$ cat src/rtl/fetch_stage.sv
// Instruction-fetch stage: owns the PC, drives instruction memory and loads IF/ID.
// Handles stall hold, branch redirect/flush and HALT detection.
module fetch_stage #(
    parameter logic [31:0]  RESET_PC    = 32'h0000_0000,
    parameter logic [5:0]   HALT_OPCODE = 6'b111111,
    parameter int unsigned  CNT_W       = 16
) (
    input  logic             clk,
    input  logic             reset,
    input  logic             stall,
    input  logic             branch_taken,
    input  logic [31:0]      branch_target,
    output logic [31:0]      imem_addr,
    input  logic [31:0]      imem_rdata,
    output logic [31:0]      if_id_instr,
    output logic [31:0]      if_id_pc4,
    output logic             if_id_valid,
    output logic             halted,
    output logic             misalign_err,
    output logic [CNT_W-1:0] fetch_count
);

    localparam int unsigned XLEN = 32;

    typedef enum logic [1:0] {
        ST_BOOT = 2'd0,
        ST_RUN  = 2'd1,
        ST_HALT = 2'd2
    } state_e;

    state_e           state_q;
    logic [XLEN-1:0]  pc_q;
    logic [XLEN-1:0]  instr_q;
    logic [XLEN-1:0]  pc4_q;
    logic             valid_q;
    logic             halted_q;
    logic             misalign_q;
    logic [CNT_W-1:0] count_q;

    logic [XLEN-1:0]  pc_plus4;
    logic [XLEN-1:0]  redirect_pc;
    logic             is_halt_word;

    assign pc_plus4     = pc_q + XLEN'(4);
    assign redirect_pc  = {branch_target[31:2], 2'b00};
    assign is_halt_word = (imem_rdata[31:26] == HALT_OPCODE);

    // State and IF/ID register update; branch outranks stall and HALT detection.
    always_ff @(posedge clk or posedge reset) begin
        if (reset) begin
            state_q    <= ST_BOOT;
            pc_q       <= RESET_PC;
            instr_q    <= '0;
            pc4_q      <= '0;
            valid_q    <= 1'b0;
            halted_q   <= 1'b0;
            misalign_q <= 1'b0;
            count_q    <= '0;
        end else begin
            case (state_q)
                ST_BOOT: begin
                    state_q <= ST_RUN;
                end
                ST_RUN, ST_HALT: begin
                    if (branch_taken) begin
                        pc_q     <= redirect_pc;
                        instr_q  <= '0;
                        pc4_q    <= '0;
                        valid_q  <= 1'b0;
                        halted_q <= 1'b0;
                        state_q  <= ST_RUN;
                        if (branch_target[1:0] != 2'b00) begin
                            misalign_q <= 1'b1;
                        end
                    end else if (state_q == ST_RUN && !stall) begin
                        if (is_halt_word) begin
                            instr_q  <= '0;
                            valid_q  <= 1'b0;
                            halted_q <= 1'b1;
                            state_q  <= ST_HALT;
                        end else begin
                            pc_q    <= pc_plus4;
                            instr_q <= imem_rdata;
                            pc4_q   <= pc_plus4;
                            valid_q <= 1'b1;
                            if (count_q != {CNT_W{1'b1}}) begin
                                count_q <= count_q + CNT_W'(1);
                            end
                        end
                    end
                end
                default: begin
                    state_q <= ST_BOOT;
                end
            endcase
        end
    end

    assign imem_addr    = pc_q;
    assign if_id_instr  = instr_q;
    assign if_id_pc4    = pc4_q;
    assign if_id_valid  = valid_q;
    assign halted       = halted_q;
    assign misalign_err = misalign_q;
    assign fetch_count  = count_q;

endmodule

$ cat config.mk
export PLATFORM = sky130hd
export DESIGN_NAME = fetch_stage
export DESIGN_NICKNAME = d
export VERILOG_FILES = /design/src/rtl/fetch_stage.sv
export SDC_FILE = /design/constraint.sdc
export NUM_CORES = 1
export LEC_CHECK = 0
export CAP_MARGIN = 20
export CELL_PAD_IN_SITES_DETAIL_PLACEMENT = 0
export CELL_PAD_IN_SITES_GLOBAL_PLACEMENT = 1
export CORE_MARGIN = 2
export CORE_UTILIZATION = 31
export DETAILED_ROUTE_END_ITERATION = 10
export PLACE_DENSITY_LB_ADDON = 0.1
export SLEW_MARGIN = 20
export SYNTH_ARGS = -nofsm -noshare
export SYNTH_HDL_FRONTEND = slang
export SYNTH_SLANG_ARGS = --single-unit
$ cat constraint.sdc
create_clock -name clk -period 3.5 [get_ports clk]
set_input_delay 0.525 -clock clk [delete_from_list [all_inputs] [get_ports clk]]
set_output_delay 0.525 -clock clk [all_outputs]
set_load 0.05 [all_outputs]
==> impl_metrics.env <==
export IMPL_outcome="complete, no violations"
export IMPL_grt_pass1_vias=4659
export IMPL_clock_fmax_ghz=0.391
export IMPL_vias=4612
export IMPL_pin_count=183
export IMPL_grt_usage_pct=18.4
export IMPL_portBuffers=180
export IMPL_synth_async_sr_flop_share_pct=100
export IMPL_cp_slowest_cell="ha_1"
export IMPL_wire_per_inst_um=17.8
export IMPL_h_tree_depth=4
export IMPL_power_density_nw_per_um2=1000
export IMPL_yosysWarningCount=0
export IMPL_drc=0
export IMPL_syn_cell_area_um2=5350
export IMPL_critPathArrivalTime_ns=2.92
export IMPL_dp_cells=890
export IMPL_drive_gt1_share_pct=8.61
export IMPL_synth_edff_count=0
export IMPL_postCtsSetupRepairBufs=0
export IMPL_ant_nets=0
export IMPL_slew_headroom_pct=39.5
export IMPL_path_max_fanout=37
export IMPL_routed_wl_um=16400
export IMPL_die_w_um=135
export IMPL_path_delay_family="simple AND/OR/NAND/NOR gates"
export IMPL_setup_tns_ns=0
export IMPL_grt_overflow=0
export IMPL_syn_area_per_cell_um2=10.5
export IMPL_cts_made_buffers=17
export IMPL_ys_flop_type="dfrtp_1"
export IMPL_dieArea_um2=18300
export IMPL_leakagePower_uw=0.00334
export IMPL_worst_pin_slew_ns=0.906
export IMPL_hpwl_um=11400
export IMPL_period_minus_slack_ns=2.56
export IMPL_synth_cell_types=53
export IMPL_clockBufferDepth=2
export IMPL_vias_per_cell=5.00
export IMPL_antenna_found_initial=0
export IMPL_first_iter_violations=282
export IMPL_synth_cells=510
export IMPL_initial_core_util_pct=31.3
export IMPL_cts_tree="done"
export IMPL_place_area_um2=7380
export IMPL_critPathCaptureType="flop"
export IMPL_fin_cells=922
export IMPL_setup_viol=0
export IMPL_synthTopCellsByArea="dfrtp_1, a22o_1, nand2_1"
export IMPL_firstDrtPassIters=4
export IMPL_path_buf_inv=2
export IMPL_vdd_ir_drop_max_mv=0.444
export IMPL_clock_sinks=114
export IMPL_syn_to_final_growth_pct=50.3
export IMPL_cts_clk_slew_worst_paths_ns=0.06
export IMPL_n_antenna_cell=0
export IMPL_yosysSeqAreaShare_pct=53.4
export IMPL_cts_hold_fix_buffers=0
export IMPL_cp_required_ns=3.86
export IMPL_row_count=48
export IMPL_skew_ns=0.00916
export IMPL_finalInstanceArea_um2=8030
export IMPL_grt_start_max_net_pins=63
export IMPL_synth_top_area_cell="dfrtp_1"
export IMPL_drv_cap=0
export IMPL_cts_resized=0
export IMPL_place_gp_congestion=0.767
export IMPL_rsz0062_at_grt="false"
export IMPL_cts_root_buffer="clkbuf_16"
export IMPL_nNetsFinal=757
export IMPL_worstHoldPathType="reg -> reg"
export IMPL_utilization_pct=47.1
export IMPL_slowest_delay_ns=0.48
export IMPL_die_y_um=135
export IMPL_drv_slew=0
export IMPL_core_um2=17100
export IMPL_clk_latency_ns=0.42
export IMPL_synth_seq_cells=114
export IMPL_start_kind="flop"
export IMPL_grt_pass1_wl_um=25900
export IMPL_critical_path_class="reg -> reg"
export IMPL_path_cells="inv_1 -> ha_1 -> nor4bb_1 -> a21bo_2 -> buf_4 -> nor4_1 -> a31oi_1 -> nand2_1"
export IMPL_hold_viol=0
export IMPL_yosys_area_top_type_share_pct=53.4
export IMPL_post_route_period_util_pct=73.1
layer usage:
layer	track usage, %	vias to the layer above	part of all wire, %
li1	-	2210	-
met1	25.9	2252	47
met2	28.1	134	46
met3	4.04	16	4.9
met4	6.19	0	1.5
met5	0	-	0
sequential cells by signal, indices dropped and copies added, names as in the netlist:
signal and count:
fetch_count 16, halted 1, if_id_instr 32, if_id_pc4 31, if_id_valid 1, imem_addr 30
misalign_err 1, state_q 2
cells in the mapped netlist (all sizes together), types with 3 or more instances:
| library cell | number |
|---|---|
| nor2 | 23 |
| nor3 | 10 |
| nor4 | 7 |
| mux2i | 3 |
| clkbuf | 20 |
| o22ai | 4 |
| o21ai | 46 |
| dfrtp | 114 |
| a22oi | 20 |
| and4 | 6 |
| nand2 | 51 |
| xor2 | 16 |
| buf | 16 |
| o31ai | 4 |
| inv | 7 |
| ha | 5 |
| a22o | 36 |
| and2 | 8 |
| and3 | 12 |
| xnor2 | 19 |
| a21oi | 18 |
| o32ai | 3 |
| nand4 | 12 |
| nand3 | 22 |
worst register-to-register path, cell delays in order (launching register included):
cell and delay, ns:
dfrtp_1 0.37, inv_1 0.07, ha_1 0.48, nor4bb_1 0.41
a21bo_2 0.31, buf_4 0.26, nor4_1 0.38, a31oi_1 0.12
nand2_1 0.10
cell type report:
class                   count  area [um2]
fillers                  1644        9020
flip-flops and latches    114        2850
multi-input cells         354        2310
repair buffers            190        1900
clock buffers              17         425
well taps                 225         282
clock inverters            15         230
inverters                   7        30.0
cell usage in the layout, fill, tap and decap left out, types with 3 or more instances in the layout:
cell type        Yosys  routed
clkinv_4             0       3
o21ai_0             37      37
buf_4                5       8
nand3_1             20      20
ha_1                 5       5
bufinv_16            0       5
mux2i_1              3       3
a21oi_1             18      18
and3_1              12      12
clkinvlp_4           0       4
dfrtp_1            114     114
nor4_1               5       5
inv_1                7       6
a22oi_1             20      20
nand4_1             12      12
clkdlybuf4s50_1      0     180
nor3_1               9       9
and2_1               8       8
and4_1               6       6
inv_6                0       3
xor2_1              16      16
o22ai_1              4       4
nor2_1              23      23
a22o_1              36      36
clkbuf_16            0      17
o21ai_1              9       7
xnor2_1             19      19
o32ai_1              3       3
o31ai_1              4       4
nand2_1             51      51
stage by stage:
stage	hold WS, ns	total power [uW]	setup WS, ns
floorplan	0.520	4750	1.18
global placement	0.464	6090	0.848
detailed placement	0.466	6140	0.748
CTS	0.483	8110	0.944
global route	0.497	8440	0.690
finish	0.474	8030	0.940
where the power goes:
group          switching (uW)  internal (uW)  total (uW)
combinational            2480           1320        3810
sequential                536           1760        2290
clock                     664           1270        1930
total                    3680           4350        8030
logic make-up (layout without fill, tap and decap cells):
| group | after synthesis | in the layout | synth area share (%) |
|---|---|---|---|
| AND/OR/NAND/NOR | 160 | 160 | 15.9 |
| other | 1 | 2 | 0.0702 |
| AO/OA/AOI/OAI | 148 | 148 | 18.9 |
| adder cells (fa/ha/maj) | 5 | 5 | 1.17 |
| multiplexers | 4 | 4 | 0.772 |
| buffers and inverters | 43 | 229 | 4.05 |
| flip-flops | 114 | 114 | 53.4 |
| XOR/XNOR | 35 | 35 | 5.73 |
path summary, 6_finish.rpt:
kind | from | to | slack, ns | cells past startpoint
worst max register to register | state_q[1] | if_id_pc4[20] | 0.94 | 8
worst min-delay path | misalign_err | misalign_err | 0.47 | 1
worst min register to register | misalign_err | misalign_err | 0.47 | 1
worst max-delay path | state_q[1] | if_id_pc4[20] | 0.94 | 8
min in group asynchronous | reset | if_id_instr[18] | 0.64 | 2
max in group asynchronous | reset | if_id_pc4[26] | 2.01 | 3
Power figures use the tool's default switching activity.
